--- src/rtl/stopwatch_ctrl.sv ---
// stopwatch_ctrl -- control sequencer for the 4-digit BCD stopwatch counter chain.
//
// Conditions the two raw push-buttons, runs the stopwatch state machine, and
// produces the prescaled advance strobe and the clear strobe for the digit
// counter. It also selects live or lap-frozen digits for the display.
//
//   state | meaning
//   ------+---------------------------------------------------------------
//   IDLE  | stopped at zero; prescaler held at 0
//   RUN   | counting; display shows live digits
//   PAUSE | counting suspended; prescaler keeps its partial period
//   LAP   | counting continues; display frozen on the lap snapshot
//
// Ports
//   clk          in   system clock, single domain
//   reset        in   synchronous active-high reset
//   start_stop   in   raw start/stop button (async, active-high)
//   lap_reset    in   raw lap/reset button (async, active-high)
//   digits_in    in   live BCD digits {10s,1s,0.1s,0.01s} from the counter
//   count_en     out  one-cycle advance strobe, once per PRESCALE_MAX+1 running clocks
//   count_clr    out  one-cycle clear strobe, the cycle after a clearing transition
//   display_out  out  snapshot while in LAP, otherwise digits_in
//   state_out    out  IDLE=00 RUN=01 PAUSE=10 LAP=11
//   running      out  high in RUN or LAP
module stopwatch_ctrl #(
  parameter int unsigned PRESCALE_MAX    = 9999,
  parameter int unsigned DEBOUNCE_CYCLES = 16
) (
  input  logic        clk,
  input  logic        reset,
  input  logic        start_stop,
  input  logic        lap_reset,
  input  logic [15:0] digits_in,
  output logic        count_en,
  output logic        count_clr,
  output logic [15:0] display_out,
  output logic [1:0]  state_out,
  output logic        running
);

  localparam int unsigned PW = $clog2(PRESCALE_MAX + 1);
  localparam int unsigned LW = $clog2(DEBOUNCE_CYCLES + 1);

  localparam logic [PW-1:0] PS_MAX    = PW'(PRESCALE_MAX);
  localparam logic [LW-1:0] LOCK_LOAD = LW'(DEBOUNCE_CYCLES);

  localparam logic [1:0] ST_IDLE  = 2'b00;
  localparam logic [1:0] ST_RUN   = 2'b01;
  localparam logic [1:0] ST_PAUSE = 2'b10;
  localparam logic [1:0] ST_LAP   = 2'b11;

  logic [2:0]    ss_sync_q, ss_sync_d;
  logic [2:0]    lr_sync_q, lr_sync_d;
  logic [LW-1:0] ss_lock_q, ss_lock_d;
  logic [LW-1:0] lr_lock_q, lr_lock_d;
  logic [1:0]    state_q, state_d;
  logic [PW-1:0] presc_q, presc_d;
  logic [15:0]   snap_q, snap_d;
  logic          clr_q, clr_d;

  logic ss_edge, lr_edge;
  logic ss_press, lr_press;
  logic run_now;

  // Button conditioning: 3-flop synchroniser, rising-edge detect on the two
  // settled stages, then a lockout down-counter that swallows bounce edges.
  always_comb begin
    ss_sync_d = {ss_sync_q[1:0], start_stop};
    lr_sync_d = {lr_sync_q[1:0], lap_reset};

    ss_edge  = ss_sync_q[1] & ~ss_sync_q[2];
    lr_edge  = lr_sync_q[1] & ~lr_sync_q[2];
    ss_press = ss_edge & (ss_lock_q == '0);
    lr_press = lr_edge & (lr_lock_q == '0);

    ss_lock_d = ss_lock_q;
    if (ss_press)
      ss_lock_d = LOCK_LOAD;
    else if (ss_lock_q != '0)
      ss_lock_d = ss_lock_q - LW'(1);

    lr_lock_d = lr_lock_q;
    if (lr_press)
      lr_lock_d = LOCK_LOAD;
    else if (lr_lock_q != '0)
      lr_lock_d = lr_lock_q - LW'(1);
  end

  // State machine. start_stop wins a same-cycle collision; the lap_reset
  // press is simply ignored by the FSM in that case.
  always_comb begin
    state_d = state_q;
    snap_d  = snap_q;
    clr_d   = 1'b0;

    case (state_q)
      ST_IDLE: begin
        if (ss_press) begin
          state_d = ST_RUN;
        end else if (lr_press) begin
          state_d = ST_IDLE;
          clr_d   = 1'b1;
        end
      end
      ST_RUN: begin
        if (ss_press) begin
          state_d = ST_PAUSE;
        end else if (lr_press) begin
          state_d = ST_LAP;
          snap_d  = digits_in;
        end
      end
      ST_LAP: begin
        if (ss_press)
          state_d = ST_PAUSE;
        else if (lr_press)
          state_d = ST_RUN;
      end
      ST_PAUSE: begin
        if (ss_press) begin
          state_d = ST_RUN;
        end else if (lr_press) begin
          state_d = ST_IDLE;
          clr_d   = 1'b1;
        end
      end
      default: state_d = ST_IDLE;
    endcase
  end

  // Prescaler advances on every running clock, including the edge that
  // leaves RUN/LAP, so a stop on the terminal count still wraps to 0.
  // PAUSE holds the partial period; going to IDLE discards it.
  always_comb begin
    run_now = (state_q == ST_RUN) || (state_q == ST_LAP);
    presc_d = presc_q;
    if (run_now)
      presc_d = (presc_q == PS_MAX) ? '0 : presc_q + PW'(1);
    else if (state_d == ST_IDLE)
      presc_d = '0;
  end

  always_ff @(posedge clk) begin
    if (reset) begin
      ss_sync_q <= '0;
      lr_sync_q <= '0;
      ss_lock_q <= '0;
      lr_lock_q <= '0;
      state_q   <= ST_IDLE;
      presc_q   <= '0;
      snap_q    <= '0;
      clr_q     <= 1'b0;
    end else begin
      ss_sync_q <= ss_sync_d;
      lr_sync_q <= lr_sync_d;
      ss_lock_q <= ss_lock_d;
      lr_lock_q <= lr_lock_d;
      state_q   <= state_d;
      presc_q   <= presc_d;
      snap_q    <= snap_d;
      clr_q     <= clr_d;
    end
  end

  assign running     = run_now;
  assign count_en    = run_now & (presc_q == PS_MAX);
  assign count_clr   = clr_q;
  assign state_out   = state_q;
  assign display_out = (state_q == ST_LAP) ? snap_q : digits_in;

endmodule

--- config.mk ---
export PLATFORM = sky130hd
export DESIGN_NAME = stopwatch_ctrl
export DESIGN_NICKNAME = d
export VERILOG_FILES = /design/src/rtl/stopwatch_ctrl.sv
export SDC_FILE = /design/constraint.sdc
export NUM_CORES = 1
export LEC_CHECK = 0
export ABC_AREA = 1
export CAP_MARGIN = 20
export CORE_MARGIN = 1.5
export CORE_UTILIZATION = 35
export DETAILED_ROUTE_END_ITERATION = 6
export PLACE_DENSITY_LB_ADDON = 0.12
export SYNTH_ARGS = -nofsm -noshare
export SYNTH_HDL_FRONTEND = slang
export SYNTH_SLANG_ARGS = --single-unit
--- constraint.sdc ---
create_clock -name clk -period 1.9 [get_ports clk]
set_input_delay 0.19 -clock clk [delete_from_list [all_inputs] [get_ports clk]]
set_output_delay 0.19 -clock clk [all_outputs]
set_load 0.02 [all_outputs]
## Word-level counts from Yosys, hierarchy flattened

Cells that the tools add are included.
W data, S select, Z words.

- Equality and inequality tests: 4
- Bitwise operators: 9
- Multiplexer cells: 16
- Reduce and logical (&&, ||, !) cells: 15
- Add/subtract/negate cells: 3

Operators by type and width:

| operator | number |
|---|---|
| $mux W14 | 3 |
| $mux W5 | 4 |
| $mux W16 | 1 |
| $add A14 B1 Y14 const B | 1 |
| $eq A14 B14 Y1 const B | 1 |
| $mux W2 | 6 |
| $logic_not A5 Y1 | 2 |
| $reduce_bool A5 Y1 | 2 |
| $sub A5 B1 Y5 const B | 2 |
| $pmux W2 S3 | 1 |
| $reduce_bool A2 Y1 | 3 |
| $reduce_or A2 Y1 | 3 |
| $and A1 B1 Y1 | 5 |
| $eq A2 B2 Y1 const B | 2 |
| $logic_not A2 Y1 | 2 |
| $not A1 Y1 | 4 |
| $reduce_and A3 Y1 | 1 |
| $reduce_or A3 Y1 | 1 |
| $eq A2 B1 Y1 const B | 1 |
| $logic_or A1 B1 Y1 | 1 |
| $mux W1 | 1 |

- Input bits: 20
- Flip-flop bits (word level): 49
- Output and inout bits: 21
- Word-level logic and storage cells: 57

## Depth between registers and ports, before layout

- Depth in word-level cells: 9
- Gate-level depth with buffers: 11
- Depth with buffers taken out: 10

## Least setup slack after synthesis

No wires, ideal clock.

- Path type: reg2out
- From: reg state_q[0] (netlist: state_out[0])
- To: out display_out[0]
- Data required time: 1.710 ns
- Buffers on the path: 2
- Arrival: 1.525 ns
- Slack: 0.185 ns
- Stages on the path, launching flop included: 5
- Path through: dfxtp_1 buf_2 nand2_1 clkbuf_1 o21ai_0

- Word-level cells in the longest chain between the ends: 2

RTL lines:

| what | line | source |
|---|---|---|
| start: declaration | 56 | `logic [1:0] state_q, state_d;` |
| start signal: assignment | 158 | `state_q <= state_d;` |
| $eq A2 B2 Y1 | 169 | `assign display_out = (state_q == ST_LAP) ? snap_q : digits_in;` |
| $mux W16 | 169 |  |
| end: declaration | 36 | `output logic [15:0] display_out,` |

Every way passes these cells.

## Worst setup path in the final report

- From: reg state_q[0] (netlist: state_out[0])
- To: out running

- Word-level cells in the longest chain between the ends: 2
- Elaborated cells between the ends (all ways): 3
- Classes of those cells: eq/ne: 2; reduce/logical: 1

RTL lines:

| what | line | source |
|---|---|---|
| $eq A2 B1 Y1 / $eq A2 B2 Y1 (equally long branches) | 135 | `run_now = (state_q == ST_RUN) \|\| (state_q == ST_LAP);` |
| $logic_or A1 B1 Y1 (*) | 135 |  |
| end: declaration | 38 | `output logic running` |

Every way passes the cells marked *; elsewhere a longest branch is shown, timed or not.

==> results.tsv <==
metric	value	unit
holdPathStages	3	
setup_tns	0	ns
h-tree-depth	2	
synth_edf_count	0	
cts_buffers	5	
fp.coreArea	7250	sq um
antenna_found_initial	0	
wire_per_inst	11.1	um
gp_congestion	0.901	
reg2reg_slack	0.23	ns
min_path_type	input pin to register	
rows	31	
synth_cells	367	
nets	439	
io_pins	41	
insertion_delay	0.30	ns
fillers	782	
io_buffers	40	
crit_type	register to output port	
leakage	1.28	nW
rsz0062_at_grt	no	
grt_max_degree	34	
clockBufferDepth	2	
worstReg2RegEnd	presc_q[10]$_SDFFE_PP0P_	
crit_arrival	1.48	ns
grt_pass1_wl	10200	um
drive_above_1_share	0.161	
worstHoldStart	lap_reset	
synth_warnings	0	
synth_common_cells	83 x nand2_1, 49 x dfxtp_1, 43 x inv_1	
die_h	89.7	um
cts_tree	built	
maxCapViolCount	0	
netlist.top_cell.by_area	dfxtp_1	
cts-root-buf	clkbuf_8	
endpoint_kind	output port	
status	complete, no violations	
slew_violations	0	
layout_min_cycle_time	1.67	ns
cp_max_fo	11	
grt_util_all_layers	0.150	
fin_area	3310	sq um
worst_clock_skew	0.00922	ns
min_to	lr_sync_q[0]$_SDFF_PP0_	
powerDensity	856	nW/um^2
vias_per_cell	4.68	
timing.final.crit_share	0.880	
die_w	89.7	um
clk_pin_slew_worst_paths	0.10	ns
drc	0	
max_freq	0.598	GHz
grt_overflow_total	0	
area_delta_synth_final	25.6	%
ys_types	29	
worst_slew_pin_slew	0.425	ns
synth_most_common_cell	nand2_1	
startpoint_type	register	
reg2reg_from	presc_q[0]$_SDFFE_PP0P_	
dpl.hpwl	4240	um
first_pass_iters	4	
worstPathRequired	1.71	ns
synth_seq_area_share	0.372	
setup_viol	0	
syn_nets	392	
hold_viol	0	
slew_headroom	0.717	
grt_pass1_vias	2288	
synth-main-ff-cell	dfxtp_1	
dr_total_vias	2403	
start_util	0.363	
r2r.worst_path.cells	9	
place_area	3190	sq um
async_flop_share	0	
synthTopCellsByArea	dfxtp_1 37%, nand2_1 12%, inv_1 6.1%	
ir_drop	0.000510	V
n_antenna_cell	0	
ys_seq_elements	49	
syn_area_per_cell	7.18	sq um
clkSinkCount	49	
synth_top_area_share	0.372	
drtIter0Drc	137	
syn_area	2630	sq um
die_area	8050	sq um
antenna_left	0	
finalWirelength	5730	um
layout by cell type, fill, tap and decap left out:
cell / count
clkbuf_8: 5
clkbuf_2: 1
bufinv_16: 1
nor2_8: 1
xnor2_1: 2
clkinv_4: 2
o21bai_1: 5
dfxtp_1: 49
nor3_1: 5
a21oi_1: 25
inv_2: 1
nand4_1: 2
nand3_4: 2
dlygate4sd2_1: 10
buf_12: 1
o21ai_0: 24
nand2_2: 10
nand2_4: 1
clkinvlp_4: 1
ha_1: 5
or2_2: 1
nor2_4: 3
nor2_2: 3
dlymetal6s2s_1: 6
nor2_1: 35
inv_1: 43
nand2_1: 83
a21oi_2: 11
buf_4: 12
clkdlybuf4s50_1: 23
nand3_2: 10
nand3_1: 29
a21oi_4: 1
xor2_1: 2
worst max path at each step:
stage | start | end | slack, ns
2_1_floorplan | state_out[0]$_SDFF_PP0_ | display_out[0] | 0.19
3_3_place_gp | presc_q[0]$_SDFFE_PP0P_ | count_en | 0.16
3_5_place_dp | presc_q[0]$_SDFFE_PP0P_ | count_en | 0.11
4_1_cts | state_out[0]$_SDFF_PP0_ | display_out[12] | 0.002
5_1_grt | presc_q[0]$_SDFFE_PP0P_ | presc_q[10]$_SDFFE_PP0P_ | 0.07
6_report | state_out[0]$_SDFF_PP0_ | running | 0.23
state kept, by name, indices dropped and copies added (netlist names):
signal and count:
ss_sync_q 3, count_clr 1, lr_sync_q 3, presc_q 14
ss_lock_q 5, snap_q 16, state_out 2, lr_lock_q 5
layer usage:
metal,wire (um),global-route usage
met5,0,0
met1,2850,0.189
met3,226,0.0262
met2,2600,0.258
met4,48,0.0516
power by group:
group	total, mW	internal, mW	switching, mW
sequential	1.23	1.13	0.0950
combinational	0.846	0.339	0.507
clock	0.757	0.394	0.362
total	2.83	1.87	0.964
stage by stage:
stage	hold slack, ns	cells	power, mW	setup slack (ns)	util
CTS	0.392	514	2.88	0.00163	0.454
detailed placement	0.400	506	2.12	0.112	0.440
global route	0.398	514	3.04	0.0741	0.456
global placement	0.399	506	2.11	0.160	0.440
floorplan	0.297	367	1.90	0.185	-
finish	0.401	514	2.83	0.228	0.456
worst max-delay path: stages (launching register included):
cell and delay, ns:
dfxtp_1 0.35, buf_4 0.21, clkdlybuf4s50_1 0.63
kinds of logic after synthesis:
logic type / Yosys count / synth area share
flip-flops: 49 / 0.372
AO/OA/AOI/OAI: 66 / 0.150
XOR/XNOR: 4 / 0.0133
AND/OR/NAND/NOR: 185 / 0.346
buffers and inverters: 58 / 0.0945
adder cells (fa/ha/maj): 5 / 0.0238
cell type report:
class	instances	area, sq um	share of cell area
Tap cell	99	124	0.0374
Inverter	45	174	0.0526
Clock inverter	3	46.3	0.0140
Sequential cell	49	981	0.297
Multi-Input combinational cell	260	1410	0.425
Clock buffer	5	68.8	0.0208
Timing Repair Buffer	53	508	0.154
what timing repair did:
item,4_1_cts,5_1_grt
endpoints found under the setup margin,11,7
hold endpoints to repair,0,0
pin swaps,0,0
gates resized for setup,11,9
cloned,0,0
hold buffers,0,0
setup buffers,0,0
(Power assumes the default switching activity.)
